[config.mk]
export PLATFORM = sky130hd
export DESIGN_NAME = fifo_burst_reader
export DESIGN_NICKNAME = d
export VERILOG_FILES = /design/src/rtl/fifo_burst_reader.sv
export SDC_FILE = /design/constraint.sdc
export NUM_CORES = 1
export LEC_CHECK = 0
export ABC_AREA = 1
export BUFFER_PORTS_ARGS = -buffer_cell sky130_fd_sc_hd__clkbuf_2
export CORE_MARGIN = 2
export CORE_UTILIZATION = 40
export DETAILED_ROUTE_END_ITERATION = 8
export PLACE_DENSITY = 0.66
export SLEW_MARGIN = 20
export SYNTH_ARGS = -nofsm -noshare
export SYNTH_HDL_FRONTEND = slang
export SYNTH_SLANG_ARGS = --single-unit
[constraint.sdc]
create_clock -name clk -period 5 [get_ports clk]
set_clock_uncertainty 0.2 [all_clocks]
set_input_delay 0.75 -clock clk [delete_from_list [all_inputs] [get_ports clk]]
set_output_delay 0.75 -clock clk [all_outputs]
set_load 0.03 [all_outputs]
[src/rtl/fifo_burst_reader.sv]
// fifo_burst_reader: drains an FWFT FIFO as framed valid/ready bursts (full or timeout-flushed).
// Define FIFO_RD_SKID_EN to register the stream through a 2-entry skid buffer.
module fifo_burst_reader #(
    parameter int DW        = 8,
    parameter int AW        = 8,
    parameter int BURST_LEN = 16,
    parameter int TIMEOUT   = 256
) (
    input  logic          clk,
    input  logic          rst,
    input  logic [DW-1:0] fifo_dout,
    input  logic          fifo_empty,
    input  logic [AW:0]   fifo_rd_space,
    output logic          fifo_rd_en,
    output logic [DW-1:0] m_data,
    output logic          m_valid,
    input  logic          m_ready,
    output logic          m_sop,
    output logic          m_eop,
    output logic [AW:0]   m_len,
    output logic          busy
);
    typedef enum logic {IDLE, BURST} state_t;
    localparam logic [AW:0] BL   = (AW+1)'(BURST_LEN);
    localparam logic [15:0] TMAX = (TIMEOUT == 0) ? 16'hffff : 16'(TIMEOUT - 1);
    state_t state, nxt;
    logic [15:0] tmo_cnt;
    logic [AW:0] beat_cnt;
    logic full_go, tmo_go, start, pop_word, last;
`ifdef FIFO_RD_SKID_EN
    logic [1:0] sk_cnt, wr_idx;
    logic [DW+1:0] sk0, sk1;
    logic sk_pop;
`endif
    always_comb begin
        full_go = state == IDLE && fifo_rd_space >= BL;
        tmo_go = state == IDLE && TIMEOUT != 0 && !fifo_empty && tmo_cnt == TMAX && fifo_rd_space != '0;
        last = beat_cnt == m_len - 1'b1;
`ifdef FIFO_RD_SKID_EN
        // a new burst waits for the previous one to leave the skid so m_len stays stable per burst
        start = (full_go || tmo_go) && sk_cnt == 2'd0;
        fifo_rd_en = state == BURST && !fifo_empty && sk_cnt != 2'd2;
        m_valid = sk_cnt != 2'd0;
        m_data = sk0[DW-1:0];
        m_sop = m_valid && sk0[DW+1];
        m_eop = m_valid && sk0[DW];
        sk_pop = m_valid && m_ready;
        wr_idx = sk_cnt - {1'b0, sk_pop};
        busy = state == BURST || sk_cnt != 2'd0;
`else
        start = full_go || tmo_go;
        m_valid = state == BURST && !fifo_empty;
        m_data = state == BURST ? fifo_dout : '0;
        m_sop = state == BURST && beat_cnt == '0;
        m_eop = state == BURST && last;
        fifo_rd_en = m_valid && m_ready;
        busy = state == BURST;
`endif
        pop_word = fifo_rd_en;
        nxt = state;
        if (state == IDLE && start) nxt = BURST;
        if (state == BURST && pop_word && last) nxt = IDLE;
    end
    always_ff @(posedge clk or posedge rst) begin
        if (rst) state <= IDLE;
        else state <= nxt;
    end
    always_ff @(posedge clk or posedge rst) begin
        if (rst) begin
            tmo_cnt <= '0;
            beat_cnt <= '0;
            m_len <= '0;
        end else begin
            tmo_cnt <= (state != IDLE || fifo_empty || start) ? 16'd0 :
                       (tmo_cnt == TMAX) ? tmo_cnt : tmo_cnt + 16'd1;
            if (start) m_len <= full_go ? BL : fifo_rd_space;
            if (state == BURST && pop_word) beat_cnt <= last ? '0 : beat_cnt + 1'b1;
        end
    end
`ifdef FIFO_RD_SKID_EN
    always_ff @(posedge clk or posedge rst) begin
        if (rst) begin
            sk_cnt <= '0;
            sk0 <= '0;
            sk1 <= '0;
        end else begin
            sk_cnt <= sk_cnt + {1'b0, fifo_rd_en} - {1'b0, sk_pop};
            if (sk_pop) sk0 <= sk1;
            if (fifo_rd_en && wr_idx == 2'd0) sk0 <= {beat_cnt == '0, last, fifo_dout};
            if (fifo_rd_en && wr_idx == 2'd1) sk1 <= {beat_cnt == '0, last, fifo_dout};
        end
    end
`endif
endmodule

; After elaboration in Yosys (flattened, before gate mapping)
; Index checks and enable logic that the tools add are counted.
[totals]
regBits = 35
inputBits = 21
out_inout_bits = 22
elab_cells = 37
[classes]
add_sub_neg = 3
order_cmp = 1
eq_ne = 3
n_mux = 7
n_bitwise = 1
reduce_logical = 18
[op_table]
columns = op, count
row1 = $mux 16, 2
row2 = $mux 9, 2
row3 = $add 16x1->16 const B, 1
row4 = $eq 16x8->1 const B, 1
row5 = $logic_and 1x1->1, 11
row6 = $add 9x1->9 const B, 1
row7 = $eq 9x9->1, 1
row8 = $ge 9x5->1 const B, 1
row9 = $logic_not 9->1, 1
row10 = $reduce_bool 9->1, 1
row11 = $sub 9x1->9 const B, 1
row12 = $mux 8, 1
row13 = $logic_or 1x1->1, 3
row14 = $mux 1, 2
row15 = $ne 2x2->1 const B, 1
row16 = $reduce_bool 2->1, 1
row17 = $logic_not 1->1, 1
row18 = $not 1->1, 1

; Depth between registers and ports, before layout
; Gate-level depths: netlist of the first run.
[logic_depth]
depth_word = 8
ltp_mapped = 14
mapped_depth_nobuf = 14

; Worst setup path after synthesis of the first run
; No wires, ideal clock.
[synth_timing]
path_kind = flip-flop to output port
startpoint = reg m_len[0]
endpoint = out m_eop
arrival_ns = 1.952
t_required_ns = 4.050
path_slack_ns = 2.098
stages_incl_launch_ff = 13
path_buffers = 0
cell_sequence = dfrtp_1 inv_1 ha_1 inv_1 nand2_1 nand2_1 nor2_1 nand2_1 nor2_1 nand2_1 nor2_1 nand3_1 nor2_1
[synth_via]
elab_chain_len = 3
[synth_lines]
columns = item, line_no
row1 = from (decl), 20  ; output logic [AW:0] m_len,
row2 = from (signal assigned), 76  ; if (start) m_len <= full_go ? BL : fifo_rd_space;
row3 = $sub 9x1->9, 38  ; last = beat_cnt == m_len - 1'b1;
row4 = $eq 9x9->1, 38
row5 = $logic_and 1x1->1, 55  ; m_eop = state == BURST && last;
row6 = to (decl), 19  ; output logic m_eop,
; No other way between the ends.

; Final worst setup path of the first run
; Ends and elaborated chain as after synthesis.

==> run metrics, run 1 <==
Worst-Margin Slew roughly 0.51 ns; Peak VDD IR 0.0002335 V; initial core utilization a little over two fifths; Syn Nets 325; IO Port Bufs 42; Pint 0.0005556 W; final worst-path cycle share 60.75%; gr usage total 16.21%; nets 372; Clk pin slew, worst setup/hold paths 0.07 ns; first-pass GRT wire length 7838 µm; Via density 4.620; commonest non-fill, non-tap cell in the layout nand2_1; Routed Antenna Nets 0; Reg power frac between 30% and 40%; Hold WC Path Type reg2reg; initial antenna violation count 0; Core Area 5205 µm²; row cnt 26; gpl congestion 0.8799; H-tree lvl count 2; Post-Syn Area 2185 µm²; cts bufs inserted 5; critical path type reg2out; hold buffer count at cts 0; IO Pins 43; CP arrival 2.09 ns; die area 6068 µm²; Final setup violation count 0; Comb power frac approximately 41%; post-CTS sizing 0; Synth Instances 300; largest net degree at the start of global routing 36; drt drc 0; Reg2Reg Capture Point busy; CP Max Fanout 5; pwr dens 392.0 nW/µm²; wire per inst 10.90 µm; Fmax around 330 MHz; routed wire length 4556 µm; sequential share of the synthesized area 40.09%; Clock Latency Late Sink 0.29 ns; Net Sw Power 0.0004444 W; area delta synth->final 16.78%; Required @ worst endpoint 4.05 ns; FF-to-FF setup slack 2.81 ns; crit path from m_len[0]; setup TNS 0 ns; Post-CTS Setup Inserts 0; leakage 1.368 nW; Die Span Y 77.90 µm; vias in the first global route 1852; CTS Sinks 35; outcome finished, final reports clean; diode count 0; RSZ-0062 raised after global routing no; layout cells sized above 1 18.10%; Overflow after GRT 0; Pre-antenna DRT Iters 4; Post-DP HPWL around 3500 µm; Slew Limit Fails 0; 1st-iter DRT viols 86; switch share 44.44%; detailed-route via count 1931; critical path capture point type primary output; Final Util between 40% and 50%; Hold Worst Slack 0.3295 ns; Max-Cap Viols 0; Clock Path Buffers 2; CTS tree done; reg-to-reg startpoint m_len[0]; min Tclk post-route approximately 3 ns; final hold viol count 0; slew margin rel. between 60 and 70%; Clock power frac 19.7%; CP startpoint kind register; R2R depth 13; Distinct cells, synth 26; Syn Area/Cell 7.282 µm²; DIE WIDTH roughly 78 µm; yosys warns 0; commonest non-fill, non-tap cells in the layout nand2_1, inv_1, nor2_1; CP endpoint m_eop; #FFs+latches synth 35; CTS Root Cell clkbuf_8
==> synthesized netlist by cell type, drive strengths merged <==
library cell  number  share of area (%)
nand4              5                1.4
dfrtp             35                 40
xnor2              9                3.6
xor2              15                6.0
ha                 4                2.3
nand3b             1               0.34
nand2             72                 13
buf                2               0.74
nor2              46                8.0
or2                1               0.29
nor3               6                2.3
mux2i              1               0.46
a21oi              7                1.6
o21ai             10                2.3
nor4               2               0.57
inv               55                9.4
nand3             28                7.1
clkbuf             1               0.17
==> area by class of cell <==
class                      instances  area (µm²)
sequential                        35       875.8
fill                             545        2654
tap                               70       87.58
clock buffer                       7       76.32
clock inverter                     1       5.005
timing repair buffer              43       217.7
multi-input combinational        207        1082
inverter                          55       206.4
==> flip-flops by register name, indices dropped and copies added (netlist names) <==
name      flops
beat_cnt      9
m_len         9
busy          1
tmo_cnt      16
==> worst min path at each step <==
stage / from / endpoint / depth (start not counted)
5_1_grt: m_len[8] / m_len[8] / 2
3_5_place_dp: m_len[8] / m_len[8] / 2
3_3_place_gp: tmo_cnt[0] / tmo_cnt[0] / 1
4_1_cts: m_len[8] / m_len[8] / 2
6_report: m_len[8] / m_len[8] / 2
2_1_floorplan: tmo_cnt[0] / tmo_cnt[0] / 1
==> kinds of logic (layout without fill, tap and decap cells) <==
kind of cell             count (synthesis)  count (layout)  share of synthesized area (%)
adder cells (fa/ha/maj)                  4               4                          2.291
AO/OA/AOI/OAI                           17              17                          3.895
AND/OR/NAND/NOR                        161             161                          33.28
XOR/XNOR                                24              24                          9.622
buffers and inverters                   58             106                          10.37
multiplexers                             1               1                         0.4582
flip-flops                              35              35                          40.09
==> stage by stage <==
stage                     setup slack (ns)  cells  total power [W]  area [µm²]
after floorplan                      2.098    300        0.0007104        2185
after global placement               2.358    410        0.0008094        2470
after detailed placement             2.260    410        0.0008116        2470
after CTS                            1.948    418         0.001014        2551
after global routing                 1.751    418         0.001087        2551
final                                1.963    418         0.001000        2551
==> power by group through the flow <==
stage	Sequential, W	Clock [W]	Combinational, W
after floorplan	0.000397	0	0.000314
after global placement	0.000395	0	0.000415
after detailed placement	0.000396	0	0.000416
after CTS	0.000391	0.000206	0.000418
after global routing	0.000401	0.000218	0.000468
final	0.000391	0.000197	0.000412
==> critical path: stages, from the launching register on <==
cell      delay, ns
dfrtp_1        0.37
inv_1          0.09
ha_1           0.30
inv_1          0.04
nand2_1        0.05
nand2_1        0.04
nor2_1         0.10
nand2_1        0.06
nor2_1         0.08
nand2_1        0.05
nor2_1         0.13
nand3_1        0.15
nor2_1         0.12
clkbuf_2       0.21
==> layer usage <==
| metal | routed length, µm | track usage [%] | up-vias |
|---|---|---|---|
| met5 | 0 | 0 | - |
| met4 | 75 | 6.316 | 0 |
| met2 | 2262 | 28.71 | 23 |
| met1 | 2098 | 19.06 | 883 |
| li1 | - | - | 1017 |
| met3 | 120 | 3.488 | 8 |
(Power assumes the default switching activity.)
==> inputs of run 2 (changes only) <==
Clock period 5 ns to 2.9 ns, I/O delays scaled along.
==> run metrics, run 2 (synthesized netlist as in run 1, its figures left out) <==
outcome finished, final reports clean; CP Max Fanout 5; gr usage total 16.97%; initial core utilization a little over two fifths; wire per inst around 12 µm; Post-DP HPWL 3595 µm; die area 6068 µm²; row cnt 26; leakage about 1.4 nW; initial antenna violation count 0; Fmax 363.7 MHz; dpl ws approximately 0.52 ns; switch share about 43%; DIE WIDTH 77.90 µm; Final Util between 40% and 50%; drt drc 0; Slew Limit Fails 0; Die Span Y 77.90 µm; Clk pin slew, worst setup/hold paths 0.07 ns; vias in the first global route between 1500 and 2000; Via density between 4 and 5; slew margin rel. 41.57%; routed wire length 4821 µm; nets between 300 and 400; CTS Root Cell clkbuf_8; PnR worst setup slack ~0.15 ns; area delta synth->final 18.56%; gpl congestion 0.8790; area post-placement roughly 2500 µm²; Max-Cap Viols 0; CTS tree done; largest register by flop count tmo_cnt; min Tclk post-route between 2 and 3 ns; Clock Latency Late Sink 0.29 ns; Post-CTS Setup Inserts 0; 1st-iter DRT viols 117; Clock power frac a little under a quarter; H-tree lvl count 2; cts bufs inserted 5; detailed-route via count 1941; CP arrival 2.11 ns; setup TNS 0 ns; Clock Path Buffers 2; Final Power 0.001831 W; max FFs per register 16; Pint 0.001046 W; critical path capture point type primary output; Final setup violation count 0; Reg power frac 36.9%; design area 2590 µm²; Hold WC Path Type in2async; CP startpoint kind register; final worst-path cycle share between 90% and 100%; diode count 0; CTS Sinks 35; pwr dens 707.0 nW/µm²; critical path type reg2out; RSZ-0062 raised after global routing no; biggest regs tmo_cnt: 16 flops, beat_cnt: 9 flops, m_len: 9 flops; Comb power frac 40.1%; largest net degree at the start of global routing 23; first-pass GRT wire length about 8300 µm; Overflow after GRT 0; commonest non-fill, non-tap cell in the layout nand2_1; commonest non-fill, non-tap cells in the layout nand2_1, inv_1, nor2_1; Peak VDD IR 0.0005225 V; Worst-Margin Slew 0.8755 ns; Pre-antenna DRT Iters 4; Core Area 5205 µm²; IO Pins 43; layout cells sized above 1 a little under a fifth; Net Sw Power 0.0007857 W; final hold viol count 0; IO Port Bufs 42; Required @ worst endpoint 2.27 ns; Routed Antenna Nets 0
run 2: final timing paths:
check	start	endpoint	slack (ns)	depth (start not counted)
setup / recovery	m_len[0]	m_eop	0.15	12
hold / removal	rst	tmo_cnt[15]	0.11	2
setup reg to reg	m_len[0]	busy	0.59	12
hold reg to reg	tmo_cnt[0]	tmo_cnt[0]	0.33	1
max in group asynchronous	rst	beat_cnt[0]	1.74	3
min in group clk	fifo_rd_space[2]	m_len[2]	0.22	3
run 2: metrics by stage:
stage | hold WS, ns | std cells
global placement | 0.3175 | 411
detailed placement | 0.3257 | 411
CTS | 0.1503 | 418
global route | 0.1793 | 418
finish | 0.1084 | 418
floorplan | 0.2976 | 300
run 2: area by class of cell:
class / instances / area [µm²]
fillers: 520 / 2615
multi-input cells: 207 / 1090
flip-flops and latches: 35 / 875.8
repair buffers: 44 / 227.7
inverters: 55 / 206.4
well taps: 70 / 87.58
clock buffers: 6 / 72.57
clock inverters: 1 / 30.03
run 2: critical path: stages, from the launching register on:
cell	delay (ns)
dfrtp_1	0.38
inv_1	0.12
ha_2	0.29
nand2_1	0.06
nand2_1	0.05
nor2_1	0.12
nand2_1	0.08
nor2_1	0.09
nand2_1	0.07
nor2_1	0.16
nand3_2	0.13
nor2_1	0.10
clkbuf_4	0.19
run 2: timing repair:
item,4_1_cts,5_1_grt
endpoints found under the setup margin,0,1
resized for setup,0,4
hold buffers,0,0
run 2: metal layers:
| layer | vias to the layer above | GRT usage [%] | part of all wire (%) |
|---|---|---|---|
| met3 | 7 | 3.605 | 2.9 |
| met2 | 30 | 30.26 | 51 |
| met1 | 890 | 20.06 | 45 |
| met4 | 0 | 5.965 | 1.3 |
| met5 | - | 0 | 0 |
| li1 | 1014 | - | - |
run 2: power by group through the flow:
stage / sequential [W] / clock, W / combinational [W]
6_report: 0.000675 / 0.000422 / 0.000734
5_1_grt: 0.000691 / 0.000460 / 0.000821
4_1_cts: 0.000674 / 0.000434 / 0.000729
3_5_place_dp: 0.000684 / 0 / 0.000719
3_3_place_gp: 0.000680 / 0 / 0.000716
2_1_floorplan: 0.000684 / 0 / 0.000541
==> inputs of run 3 (changes only) <==
Settings changed: ABC_AREA 1 to unset, PLACE_DENSITY 0.66 to 0.67.
==> run metrics, run 3 <==
layout cells sized above 1 a little over 30%; sequential share of the synthesized area 43.16%; top_reg_cell synth dfrtp_1; area share of the largest cell type after synthesis 43.16%; area delta synth->final 32.12%; Comb power frac about a fifth; H-tree lvl count 2; RSZ-0062 raised after global routing yes; switch share 28.53%; Synth Instances approximately 220; outcome complete, but fails checks; met3 routed wirelength 253 µm; CP startpoint kind register; Reg2Reg Capture Point beat_cnt[0]; Worst-Margin Slew 0.8730 ns; Hold WC Path Type in2async; Post-synth ARST share 100.0%; hold buffer count at cts 0; commonest non-fill, non-tap cell in the layout clkbuf_2; Syn Area/Cell 9.101 µm²; max FFs per register 16; top cells by count, synth dfrtp_1, nor2_1, xor2_1; Syn Nets 248; 1st-iter DRT viols 77; failing checks negative setup slack; Die Span Y about 75 µm; Clock Path Buffers 2; CP Max Fanout 3; vias in the first global route 1667; Clock power frac a little under two fifths; final non-filler cell total 351; largest register by flop count tmo_cnt; Clk pin slew, worst setup/hold paths about 0.080 ns; Fmax 341.1 MHz; IO Pins 43; cts bufs inserted 5; CP arrival 2.30 ns; yosys warns 0; IO Port Bufs 42; gpl congestion 0.9423; detailed-route via count 1800; CTS Sinks 35; slew margin rel. 41.73%; met2 WL 2336 µm; largest net degree at the start of global routing 24; number of synthesized flops with an enable pin 0; Peak VDD IR 0.0004104 V; initial core utilization 42.13%; PnR worst setup slack -0.03162 ns; final worst-path cycle share 101.1%; routed wire length just under 5000 µm; Post-Syn Area 2029 µm²; #FFs+latches synth 35; initial antenna violation count 0; area leader, netlist dfrtp_1; first-pass GRT wire length just under 8000 µm; design area 2681 µm²; placed insts 332; R2R depth 15; leakage 1.251 nW; Final setup violation count 1; critical path type reg2out; Overflow after GRT 0; die area 5660 µm²; min Tclk post-route 2.932 ns; Net Sw Power around 0.00040 W; DIE WIDTH 75.23 µm; Distinct cells, synth 40; Max-Cap Viols 0; critical path capture point type primary output; Via density about 5.1; area post-placement 2342 µm²; routed metal-1 wirelength 2197 µm; reg-to-reg startpoint m_len[1]; Required @ worst endpoint ~2.3 ns; Pint about 0.0010 W; nets ~310; pwr dens 521.6 nW/µm²; Clock Latency Late Sink 0.30 ns; gr usage total between 15 and 20%; FF-to-FF setup slack about 0.16 ns; Reg power frac 41.5%; Top Layer Used met4; Pre-antenna DRT Iters 4; Core Area 4817 µm²; Slew Limit Fails 0; Post-DP HPWL between 3000 and 4000 µm; CTS Root Cell clkbuf_8; most numerous cell in the Yosys netlist dfrtp_1; biggest regs tmo_cnt: 16 flops, beat_cnt: 9 flops, m_len: 9 flops; final hold viol count 0; Area contributors post-synth dfrtp_1, xor2_1, nor2_1, and2_1, xnor2_1; commonest non-fill, non-tap cells in the layout clkbuf_2, dfrtp_1, nor2_1; diode count 0; row cnt 25; CTS tree done; wire per inst roughly 14 µm; drt drc 0; Routed Antenna Nets 0
==> run 3: changes by cell type after synthesis, moves of 4 or more <==
cell / delta
nand2_2: -4
o21ai_0: -5
nor2_1: -14
and2_1: +14
and3_1: +6
inv_1: -44
nand3_1: -16
nand4_1: +4
nand2_1: -52
xor2_1: +4
==> run 3: worst max-delay path by stage <==
| stage | start | end | slack (ns) |
|---|---|---|---|
| after floorplan | m_len[1] | m_eop | 0.03 |
| after global placement | m_len[0] | m_eop | 0.13 |
| after detailed placement | m_len[0] | m_eop | 0.06 |
| after CTS | m_len[1] | m_eop | -0.10 |
| after global routing | m_len[1] | m_eop | -0.12 |
| final | m_len[1] | m_eop | -0.03 |
==> run 3: metal layers <==
layer,vias to the layer above,GRT usage (%)
li1,893,-
met1,851,25.67
met2,48,28.85
met3,8,3.481
met4,0,6.628
met5,-,0
==> run 3: through the flow <==
step	util, %	hold slack [ns]	worst slack, ns	TNS (ns)	power, W
6_report	55.66	0.09437	-0.03162	-0.03162	0.001399
5_1_grt	55.66	0.1882	-0.1217	-0.1217	0.001466
4_1_cts	53.71	0.1355	-0.1047	-0.1047	0.001384
3_5_place_dp	48.62	0.3375	0.05842	0	0.0008378
3_3_place_gp	48.62	0.3176	0.1328	0	0.0008355
2_1_floorplan	-	0.2977	0.02724	0	0.0007648
==> run 3: cells by family (layout without fill, tap and decap cells) <==
logic type	Yosys count	in the layout	share of synthesized area, %
AOI/OAI and AO/OA	25	25	7.707
xor gates and xnor gates	26	26	11.22
adders and majority gates	4	4	2.466
buffers and inverters	15	76	2.836
DFF	35	35	43.16
muxes	4	4	1.973
and+or+nand+nor	114	114	30.64
==> run 3: power by group through the flow <==
stage / Sequential, W / Clock (W) / Combinational [W]
floorplan: 0.000562 / 0 / 0.000203
global placement: 0.000583 / 0 / 0.000253
detailed placement: 0.000584 / 0 / 0.000254
CTS: 0.000574 / 0.000535 / 0.000275
global route: 0.000588 / 0.000553 / 0.000324
finish: 0.000580 / 0.000529 / 0.000290
==> run 3: area by class of cell <==
type | count | area (µm²)
clock buffer | 6 | 72.57
clock inverter | 2 | 60.06
fill | 455 | 2136
inverter | 10 | 37.54
multi-input combinational | 173 | 1201
sequential | 35 | 878.3
tap | 67 | 83.83
timing repair buffer | 58 | 347.8
==> run 3: critical path, cell delays in order (launching register included) <==
cell       delay (ns)
dfrtp_1          0.40
inv_2            0.06
ha_4             0.24
xor2_2           0.17
o2111ai_2        0.11
or4_4            0.58
nor3_4           0.16
and2_4           0.17
buf_8            0.11
==> run 3: what timing repair did <==
action	4_1_cts	5_1_grt
pin swaps	5	6
setup buffers	10	1
gates resized for setup	9	21
cloned	0	0
hold endpoints to repair	0	0
setup endpoints to repair	1	2
